===== src/rtl/cache_mem_arbiter_pkg.sv =====
// Shared types for the I$/D$ memory-side arbiter.
package cache_mem_arbiter_pkg;

    typedef enum logic [1:0] {
        IDLE    = 2'd0,
        GRANT_I = 2'd1,
        GRANT_D = 2'd2
    } arb_state_t;

    typedef enum logic {
        ICACHE = 1'b0,
        DCACHE = 1'b1
    } arb_src_t;

    localparam int unsigned ARB_DPRI = 0;
    localparam int unsigned ARB_RR   = 1;

endpackage


===== src/rtl/cache_mem_arbiter_if.sv =====
// Generic memory bus: requester drives addr/wdata/ren/wen/byte_en, responder returns busy/rdata.
interface generic_bus_if #(
    parameter int unsigned ADDR_W = 32,
    parameter int unsigned DATA_W = 32
);
    localparam int unsigned BE_W = DATA_W / 8;

    logic [ADDR_W-1:0] addr;
    logic [DATA_W-1:0] wdata;
    logic [DATA_W-1:0] rdata;
    logic              ren;
    logic              wen;
    logic [BE_W-1:0]   byte_en;
    logic              busy;

    // Responder view: the arbiter as seen by a cache.
    modport generic_bus (
        input  addr, wdata, ren, wen, byte_en,
        output rdata, busy
    );

    // Requester view: the arbiter as master toward memory.
    modport cpu (
        output addr, wdata, ren, wen, byte_en,
        input  rdata, busy
    );

endinterface


===== src/rtl/cache_mem_arbiter_arb_pick2.sv =====
// Combinational two-way request picker: D$ fixed priority or round-robin on contention.
module arb_pick2
    import cache_mem_arbiter_pkg::*;
(
    input  logic     i_req_i,
    input  logic     i_req_d,
    input  arb_src_t i_last_grant,
    input  logic     i_policy,
    output logic     o_grant_valid_c,
    output arb_src_t o_grant_src_c
);

    always_comb begin
        o_grant_valid_c = i_req_i | i_req_d;
        o_grant_src_c   = ICACHE;
        if (i_req_i && i_req_d) begin
            if (i_policy == 1'(ARB_RR)) begin
                o_grant_src_c = (i_last_grant == ICACHE) ? DCACHE : ICACHE;
            end else begin
                o_grant_src_c = DCACHE;
            end
        end else if (i_req_d) begin
            o_grant_src_c = DCACHE;
        end
    end

endmodule


===== src/rtl/cache_mem_arbiter.sv =====
// Merges I$ and D$ memory buses onto one memory bus; one transaction at a time,
// grant held until memory completes or the requester aborts.
module cache_mem_arbiter
    import cache_mem_arbiter_pkg::*;
#(
    parameter int unsigned ARB_POLICY = ARB_DPRI,
    parameter int unsigned ADDR_W     = 32,
    parameter int unsigned DATA_W     = 32
) (
    input  logic                       CLK,
    input  logic                       nRST,
    generic_bus_if.generic_bus         icache_bus_if,
    generic_bus_if.generic_bus         dcache_bus_if,
    generic_bus_if.cpu                 mem_bus_if,
    output logic                       arb_idle
);

    localparam int unsigned BE_W = DATA_W / 8;

    arb_state_t r_state;
    arb_state_t w_next_state;
    arb_src_t   r_last_grant;

    logic              w_req_i;
    logic              w_req_d;
    logic              w_grant_valid;
    arb_src_t          w_grant_src;

    logic [ADDR_W-1:0] w_mem_addr;
    logic [DATA_W-1:0] w_mem_wdata;
    logic              w_mem_ren;
    logic              w_mem_wen;
    logic [BE_W-1:0]   w_mem_byte_en;
    logic              w_i_busy;
    logic              w_d_busy;
    logic [DATA_W-1:0] w_i_rdata;
    logic [DATA_W-1:0] w_d_rdata;

    assign w_req_i = icache_bus_if.ren | icache_bus_if.wen;
    assign w_req_d = dcache_bus_if.ren | dcache_bus_if.wen;

    arb_pick2 u_pick (
        .i_req_i         (w_req_i),
        .i_req_d         (w_req_d),
        .i_last_grant    (r_last_grant),
        .i_policy        (1'(ARB_POLICY)),
        .o_grant_valid_c (w_grant_valid),
        .o_grant_src_c   (w_grant_src)
    );

    // State and last-grant registers; last_grant captured on entry to a grant state.
    always_ff @(posedge CLK or negedge nRST) begin
        if (!nRST) begin
            r_state      <= IDLE;
            r_last_grant <= ICACHE;
        end else begin
            r_state <= w_next_state;
            if (r_state == IDLE && w_grant_valid) begin
                r_last_grant <= w_grant_src;
            end
        end
    end

    // Next state and bus steering; an abort suppresses the granted busy so no false completion is seen.
    always_comb begin
        w_next_state  = r_state;
        w_mem_addr    = '0;
        w_mem_wdata   = '0;
        w_mem_ren     = 1'b0;
        w_mem_wen     = 1'b0;
        w_mem_byte_en = '0;
        w_i_busy      = 1'b1;
        w_d_busy      = 1'b1;
        w_i_rdata     = '0;
        w_d_rdata     = '0;

        case (r_state)
            IDLE: begin
                if (w_grant_valid) begin
                    w_next_state = (w_grant_src == DCACHE) ? GRANT_D : GRANT_I;
                end
            end
            GRANT_I: begin
                w_mem_addr    = icache_bus_if.addr;
                w_mem_wdata   = icache_bus_if.wdata;
                w_mem_ren     = icache_bus_if.ren;
                w_mem_wen     = icache_bus_if.wen;
                w_mem_byte_en = icache_bus_if.byte_en;
                w_i_rdata     = mem_bus_if.rdata;
                if (!w_req_i) begin
                    w_next_state = IDLE;
                end else begin
                    w_i_busy = mem_bus_if.busy;
                    if (!mem_bus_if.busy) begin
                        w_next_state = IDLE;
                    end
                end
            end
            GRANT_D: begin
                w_mem_addr    = dcache_bus_if.addr;
                w_mem_wdata   = dcache_bus_if.wdata;
                w_mem_ren     = dcache_bus_if.ren;
                w_mem_wen     = dcache_bus_if.wen;
                w_mem_byte_en = dcache_bus_if.byte_en;
                w_d_rdata     = mem_bus_if.rdata;
                if (!w_req_d) begin
                    w_next_state = IDLE;
                end else begin
                    w_d_busy = mem_bus_if.busy;
                    if (!mem_bus_if.busy) begin
                        w_next_state = IDLE;
                    end
                end
            end
            default: begin
                w_next_state = IDLE;
            end
        endcase
    end

    assign mem_bus_if.addr     = w_mem_addr;
    assign mem_bus_if.wdata    = w_mem_wdata;
    assign mem_bus_if.ren      = w_mem_ren;
    assign mem_bus_if.wen      = w_mem_wen;
    assign mem_bus_if.byte_en  = w_mem_byte_en;
    assign icache_bus_if.busy  = w_i_busy;
    assign icache_bus_if.rdata = w_i_rdata;
    assign dcache_bus_if.busy  = w_d_busy;
    assign dcache_bus_if.rdata = w_d_rdata;

    assign arb_idle = (r_state == IDLE);

endmodule


===== src/flat_wrapper.sv =====
// flat-port wrapper written by rule: the top's interface ports become plain ports
module cache_mem_arbiter_flat import cache_mem_arbiter_pkg::*;
#(
    parameter int unsigned ARB_POLICY = ARB_DPRI,
    parameter int unsigned ADDR_W     = 32,
    parameter int unsigned DATA_W     = 32
)
  (CLK, nRST, arb_idle, icache_bus_if_addr, icache_bus_if_wdata, icache_bus_if_ren, icache_bus_if_wen, icache_bus_if_byte_en, icache_bus_if_rdata, icache_bus_if_busy, dcache_bus_if_addr, dcache_bus_if_wdata, dcache_bus_if_ren, dcache_bus_if_wen, dcache_bus_if_byte_en, dcache_bus_if_rdata, dcache_bus_if_busy, mem_bus_if_addr, mem_bus_if_wdata, mem_bus_if_ren, mem_bus_if_wen, mem_bus_if_byte_en, mem_bus_if_rdata, mem_bus_if_busy);
  generic_bus_if #(.ADDR_W(ADDR_W), .DATA_W(DATA_W)) icache_bus_if_i ();
  generic_bus_if #(.ADDR_W(ADDR_W), .DATA_W(DATA_W)) dcache_bus_if_i ();
  generic_bus_if #(.ADDR_W(ADDR_W), .DATA_W(DATA_W)) mem_bus_if_i ();
  input  logic CLK;
  input  logic nRST;
  output logic arb_idle;
  input wire logic [$bits(icache_bus_if_i.addr)-1:0] icache_bus_if_addr;
  input wire logic [$bits(icache_bus_if_i.wdata)-1:0] icache_bus_if_wdata;
  input wire logic [$bits(icache_bus_if_i.ren)-1:0] icache_bus_if_ren;
  input wire logic [$bits(icache_bus_if_i.wen)-1:0] icache_bus_if_wen;
  input wire logic [$bits(icache_bus_if_i.byte_en)-1:0] icache_bus_if_byte_en;
  output wire logic [$bits(icache_bus_if_i.rdata)-1:0] icache_bus_if_rdata;
  output wire logic [$bits(icache_bus_if_i.busy)-1:0] icache_bus_if_busy;
  input wire logic [$bits(dcache_bus_if_i.addr)-1:0] dcache_bus_if_addr;
  input wire logic [$bits(dcache_bus_if_i.wdata)-1:0] dcache_bus_if_wdata;
  input wire logic [$bits(dcache_bus_if_i.ren)-1:0] dcache_bus_if_ren;
  input wire logic [$bits(dcache_bus_if_i.wen)-1:0] dcache_bus_if_wen;
  input wire logic [$bits(dcache_bus_if_i.byte_en)-1:0] dcache_bus_if_byte_en;
  output wire logic [$bits(dcache_bus_if_i.rdata)-1:0] dcache_bus_if_rdata;
  output wire logic [$bits(dcache_bus_if_i.busy)-1:0] dcache_bus_if_busy;
  output wire logic [$bits(mem_bus_if_i.addr)-1:0] mem_bus_if_addr;
  output wire logic [$bits(mem_bus_if_i.wdata)-1:0] mem_bus_if_wdata;
  output wire logic [$bits(mem_bus_if_i.ren)-1:0] mem_bus_if_ren;
  output wire logic [$bits(mem_bus_if_i.wen)-1:0] mem_bus_if_wen;
  output wire logic [$bits(mem_bus_if_i.byte_en)-1:0] mem_bus_if_byte_en;
  input wire logic [$bits(mem_bus_if_i.rdata)-1:0] mem_bus_if_rdata;
  input wire logic [$bits(mem_bus_if_i.busy)-1:0] mem_bus_if_busy;
  assign icache_bus_if_i.addr = icache_bus_if_addr;
  assign icache_bus_if_i.wdata = icache_bus_if_wdata;
  assign icache_bus_if_i.ren = icache_bus_if_ren;
  assign icache_bus_if_i.wen = icache_bus_if_wen;
  assign icache_bus_if_i.byte_en = icache_bus_if_byte_en;
  assign icache_bus_if_rdata = icache_bus_if_i.rdata;
  assign icache_bus_if_busy = icache_bus_if_i.busy;
  assign dcache_bus_if_i.addr = dcache_bus_if_addr;
  assign dcache_bus_if_i.wdata = dcache_bus_if_wdata;
  assign dcache_bus_if_i.ren = dcache_bus_if_ren;
  assign dcache_bus_if_i.wen = dcache_bus_if_wen;
  assign dcache_bus_if_i.byte_en = dcache_bus_if_byte_en;
  assign dcache_bus_if_rdata = dcache_bus_if_i.rdata;
  assign dcache_bus_if_busy = dcache_bus_if_i.busy;
  assign mem_bus_if_addr = mem_bus_if_i.addr;
  assign mem_bus_if_wdata = mem_bus_if_i.wdata;
  assign mem_bus_if_ren = mem_bus_if_i.ren;
  assign mem_bus_if_wen = mem_bus_if_i.wen;
  assign mem_bus_if_byte_en = mem_bus_if_i.byte_en;
  assign mem_bus_if_i.rdata = mem_bus_if_rdata;
  assign mem_bus_if_i.busy = mem_bus_if_busy;
  cache_mem_arbiter #(.ARB_POLICY(ARB_POLICY), .ADDR_W(ADDR_W), .DATA_W(DATA_W)) u_core (.CLK(CLK), .nRST(nRST), .icache_bus_if(icache_bus_if_i), .dcache_bus_if(dcache_bus_if_i), .mem_bus_if(mem_bus_if_i), .arb_idle(arb_idle));
endmodule

===== config.mk =====
export PLATFORM = sky130hd
export DESIGN_NAME = cache_mem_arbiter_flat
export DESIGN_NICKNAME = d
export VERILOG_FILES = /design/src/rtl/cache_mem_arbiter_pkg.sv /design/src/rtl/cache_mem_arbiter_if.sv /design/src/rtl/cache_mem_arbiter_arb_pick2.sv /design/src/rtl/cache_mem_arbiter.sv /design/src/flat_wrapper.sv
export SDC_FILE = /design/constraint.sdc
export NUM_CORES = 1
export LEC_CHECK = 0
export ABC_CLOCK_PERIOD_IN_PS = 2400
export CAP_MARGIN = 20
export CORE_AREA = 2 2 121 123
export CTS_BUF_LIST = sky130_fd_sc_hd__clkbuf_4 sky130_fd_sc_hd__clkbuf_8
export DETAILED_ROUTE_END_ITERATION = 8
export DIE_AREA = 0 0 123 125
export HOLD_SLACK_MARGIN = 0.1
export SLEW_MARGIN = 20
export SYNTH_ARGS = -nofsm -noshare
export SYNTH_HDL_FRONTEND = slang
export SYNTH_HIERARCHICAL = 1
export SYNTH_SLANG_ARGS = --single-unit
export TNS_END_PERCENT = 10

===== constraint.sdc =====
create_clock -name CLK -period 2.4 [get_ports CLK]
set_input_delay 0.6 -clock CLK [delete_from_list [all_inputs] [get_ports CLK]]
set_output_delay 0.6 -clock CLK [all_outputs]
set_load 0.02 [all_outputs]

# Yosys cells after proc, flatten, opt, wreduce, memory -nomap -nowiden
# Index checks and enable logic that the tools add are counted.
# Widths: inputs -> output; s select.
word_totals:
  elab_cells: 28
  inputBits: 175
  register_bits: 2
classes:
  bitwise: 3
  reduce_logical: 2
  eq_ne: 3
  n_mux: 19
ops:
  columns: ["operator", "n"]
  rows:
  - ["$pmux 32 s2", 2]
  - ["$mux 32", 2]
  - ["$mux 2", 5]
  - ["$pmux 4 s2", 1]
  - ["$mux 1", 6]
  - ["$pmux 2 s3", 1]
  - ["$pmux 1 s2", 2]
  - ["$or 1x1->1", 3]
  - ["$eq 2x1->1 const B", 1]
  - ["$eq 2x2->1 const B", 1]
  - ["$logic_not 2->1", 1]
  - ["$ne 2x1->1 const B", 1]
  - ["$logic_and 1x1->1", 1]

# Logic depth before layout (Yosys ltp)
logic_depth:
  depth_word: 6
  mapped_depth: 6
  ltp_nobuf: 6

# By module
# The synthesis kept the hierarchy.
modules_own_cells:
  columns: ["module", "cells_each", "area_per_inst_um2", "seq_area_each_um2", "n_inst"]
  rows:
  - ["cache_mem_arbiter", 261, 1736.7, 75.1, 1]
  - ["arb_pick2", 3, 16.3, 0.0, 1]

# Worst setup path before layout
# OpenSTA, ideal clock, no wires.
synth_timing:
  kind: "reg-to-output"
  from: "register u_core.r_state[0]"
  to: "output port mem_bus_if_addr[26]"
  path_slack_ps: 364
  n_path_buf: 2
  arrival_ps: 1436
  stages_incl_launch_ff: 7
  path_cell_list: "dfrtp_1 inv_1 ha_1 buf_2 buf_2 a22oi_1 nor2b_1"
synth_between:
  elab_chain_cells: 2
  word_cells_on_any_way: 3
synth_rtl:
  columns: ["element", "line_no", "text"]
  rows:
  - ["start: declaration", "cache_mem_arbiter.sv:20", "arb_state_t r_state;"]
  - ["start signal: assignment", "cache_mem_arbiter.sv:57", "r_state <= w_next_state;"]
  - ["$eq 2x2->1 or $eq 2x1->1 (tied branches)", "cache_mem_arbiter.sv:77", "case (r_state)"]
  - ["$pmux 32 s2 *", "cache_mem_arbiter.sv:77", null]
  - ["end: declaration", "flat_wrapper.sv:29", "output wire logic [$bits(mem_bus_if_i.addr)-1:0] mem_bus_if_addr;"]
# Mark *: on every way between the ends. The rest lies on a longest branch, timed or not.

# Final worst setup path
layout_timing:
  from: "register u_core.r_state[0]"
  to: "output port mem_bus_if_addr[11]"
# Same word-level chain as after synthesis.

==> flow_metrics.env <==
export IMPL_ys_ff_latch=3
export IMPL_synth_xor_area_share_pct=0
export IMPL_drive_above_1_share_pct=16.84
export IMPL_synth_top_cell_area_share_pct=29.98
export IMPL_ctsRootBufferMaster="clkbuf_8"
export IMPL_core_sq_mm=0.01420
export IMPL_slowest_stage="dfrtp_1"
export IMPL_synth_area_top_cells="a22oi_1 30%, nor2b_1 25%, and2_1 23%, dfrtp_1 4.3%, clkbuf_1 3.4%"
export IMPL_dpl_hpwl_microns=8637
export IMPL_worstSkewPairLatency_ns=0.22
export IMPL_synth_nets=443
export IMPL_syn_instance_count=264
export IMPL_syn_area_sq_mm=0.001753
export IMPL_fmax_mhz=432.8
export IMPL_synth_common_cells="70 x a22oi_1, 70 x nor2b_1, 65 x and2_1"
export IMPL_finClkSkew_ns=0.003698
export IMPL_start_kind="flop"
export IMPL_rsz0062_at_grt="true"
export IMPL_clock_sinks=3
export IMPL_grtUsageMet2_pct=23.46
export IMPL_avgRoutedWirePerCell_microns=14.37
export IMPL_p_per_area_mw_per_mm2=973.0
export IMPL_ctsHtreeMaxLevel=1
export IMPL_ys_flop_type="dfrtp_1"
export IMPL_synth_compound_area_share_pct=32.33
export IMPL_cp_buffers_inverters=3
export IMPL_synth_edf_count=0
export IMPL_holdBufCountCts=0
export IMPL_crit_fanout=41
export IMPL_vias_per_cell=4.124
export IMPL_grt_overflow_total=0
export IMPL_critPathMaxStageDelay_ns=0.36
export IMPL_clk_pin_slew_ns=0.03
export IMPL_synth_fa_ha_area_share_pct=2.855
export IMPL_placed_cell_area_sq_mm=0.005171
export IMPL_port_buffers=311
export IMPL_grt_busiest_layer="met2"
export IMPL_die_area_sq_mm=0.01538
export IMPL_rows=44
export IMPL_drv_cap=0
export IMPL_met3_usage_pct=2.144
export IMPL_grt_max_degree=56
export IMPL_irDropWorstVdd_mv=0.7637
export IMPL_cts_tree="done"
export IMPL_synth_simple_area_share_pct=51.25
export IMPL_r2r_start="u_core/r_state[0]"
export IMPL_layout_cells_non_filler=748
export IMPL_yosysTopAreaCell="a22oi_1"
export IMPL_worst_hold_startpoint="u_core/r_last_grant"
export IMPL_min_path_type="flop to flop"
export IMPL_total_power_mw=4.707
export IMPL_num_io_pins=312
export IMPL_vias=3085
export IMPL_hold_depth=1
export IMPL_finalCritPeriodShare_pct=96.28
export IMPL_whs_ns=0.5137
export IMPL_grt_pass1_vias=3082
export IMPL_numCtsBuffers=3
export IMPL_dp_cells=743
export IMPL_maxSlewViolCount=0
export IMPL_wl_microns=10750
export IMPL_use_met1_pct=14.33
export IMPL_crit_family="buffers and inverters"
export IMPL_setup_violations=0
export IMPL_final_nets=744
export IMPL_dp_slack_ns=-0.1950
export IMPL_first_iter_violations=103
export IMPL_rr_endpoint="u_core/r_state[0]"
export IMPL_antenna_cells=0
export IMPL_die_x_microns=123
export IMPL_setup_worst_path_class="flop to output pin"
export IMPL_synth_seq_area_share_pct=4.283
export IMPL_yosys_warnings=6
export IMPL_ant_nets=0
export IMPL_fp_dieH_microns=125
export IMPL_fin_area_sq_mm=0.004837
export IMPL_hold_viol_final=0
export IMPL_status="finished clean"
export IMPL_fin_ws_ns=0.08932
export IMPL_fill_cells=1551
export IMPL_cp_end_kind="output pin"
export IMPL_remaining_drc_errors=0
export IMPL_cp_arrival_ns=1.71
export IMPL_initial_core_util_pct=12.34
export IMPL_worstPathCellList="inv_1 > ha_4 > buf_12 > a22oi_1 > nor2b_1 > clkdlybuf4s15_1"
export IMPL_whs_endpoint="u_core/r_last_grant"
export IMPL_clock_path_buffers=2
export IMPL_place_gp_congestion=0.8296
export IMPL_grt_usage_pct=12.52
export IMPL_synth_mux_area_share_pct=1.213
export IMPL_power_leakage_nw=2.172
export IMPL_synth_top_family_by_area="simple AND/OR/NAND/NOR gates"
export IMPL_first_pass_iters=4
export IMPL_grt_pass1_wl_microns=15840
export IMPL_area_growth_pct=175.9
export IMPL_synthArstFlopShare_pct=100.0
export IMPL_grt_antenna_before_repair=0
export IMPL_reg2reg_depth=6
export IMPL_fin_crit_ns=2.311
export IMPL_ys_types=21
export IMPL_synth_area_per_cell_sq_um=6.640
export IMPL_r2r_slack_ns=0.86
export IMPL_worstPathRequired_ns=1.80
==> sequential cells by signal, summed over array words and instances (netlist names) <==
| signal | count |
|---|---|
| u_core/r_last_grant | 1 |
| u_core/r_state | 2 |
==> logic make-up after synthesis <==
kind of cell | after synthesis
adder cells (fa/ha/maj) | 4
flip-flops | 3
AO/OA/AOI/OAI | 76
multiplexers | 2
buffers and inverters | 33
other | 1
AND/OR/NAND/NOR | 145
==> cell type report <==
| cell class | instances | area [sq um] | area share [%] |
|---|---|---|---|
| Inverter | 4 | 15.01 | 0.3104 |
| Clock buffer | 4 | 48.80 | 1.009 |
| Timing Repair Buffer | 325 | 2900 | 59.96 |
| Sequential cell | 3 | 75.07 | 1.552 |
| Multi-Input combinational cell | 228 | 1568 | 32.41 |
| Tap cell | 184 | 230.2 | 4.759 |
==> report_power, final <==
part / internal [mW] / total (mW) / switching, mW
registers: 0.0761 / 0.0889 / 0.0128
logic: 1.99 / 4.45 / 2.46
clock network: 0.125 / 0.163 / 0.0380
==> per-layer routing <==
metal | part of all wire [%] | vias up
met4 | 1.5 | 0
met1 | 37 | 1417
met5 | 0 | -
li1 | - | 1518
met3 | 8.0 | 14
met2 | 53 | 136
==> cells in the final DEF (no fill, tap or decap), types with 2 or more instances in the layout <==
| cell | n |
|---|---|
| nor2b_1 | 70 |
| clkbuf_2 | 68 |
| dfrtp_1 | 3 |
| clkbuf_8 | 3 |
| or2_2 | 4 |
| inv_1 | 3 |
| o32ai_1 | 2 |
| o21ai_1 | 2 |
| dlygate4sd2_1 | 60 |
| clkdlybuf4s50_1 | 175 |
| dlymetal6s2s_1 | 2 |
| and2_1 | 65 |
| buf_4 | 7 |
| buf_12 | 6 |
| clkdlybuf4s15_1 | 6 |
| ha_4 | 2 |
| a22oi_1 | 70 |
| nand2_1 | 3 |
==> timing repair <==
item / 4_1_cts / 5_1_grt
cloned: 0 / 1
pin swaps: 0 / 0
endpoints found under the hold margin: 0 / 0
endpoints found under the setup margin: 134 / 77
buffers inserted: 0 / 0
resized for setup: 137 / 143
==> metrics by stage <==
stage,utilization (%),setup TNS (ns)
after floorplan,-,0
after global placement,36.41,-5.817
after detailed placement,36.41,-6.336
after CTS,35.59,-0.003504
after global routing,34.06,-0.05088
final,34.06,0
==> how the worst max path moves through the flow <==
stage | startpoint | end | slack (ns) | cells after the start
after floorplan | u_core/r_state[0] | mem_bus_if_addr[26] | 0.36 | 6
after global placement | icache_bus_if_wen | icache_bus_if_busy | -0.20 | 4
after detailed placement | dcache_bus_if_ren | dcache_bus_if_busy | -0.19 | 4
after CTS | u_core/r_state[1] | mem_bus_if_wdata[11] | -0.004 | 6
after global routing | u_core/r_state[0] | mem_bus_if_addr[11] | -0.05 | 6
final | u_core/r_state[0] | mem_bus_if_addr[11] | 0.09 | 6
Power figures use the tool's default switching activity.
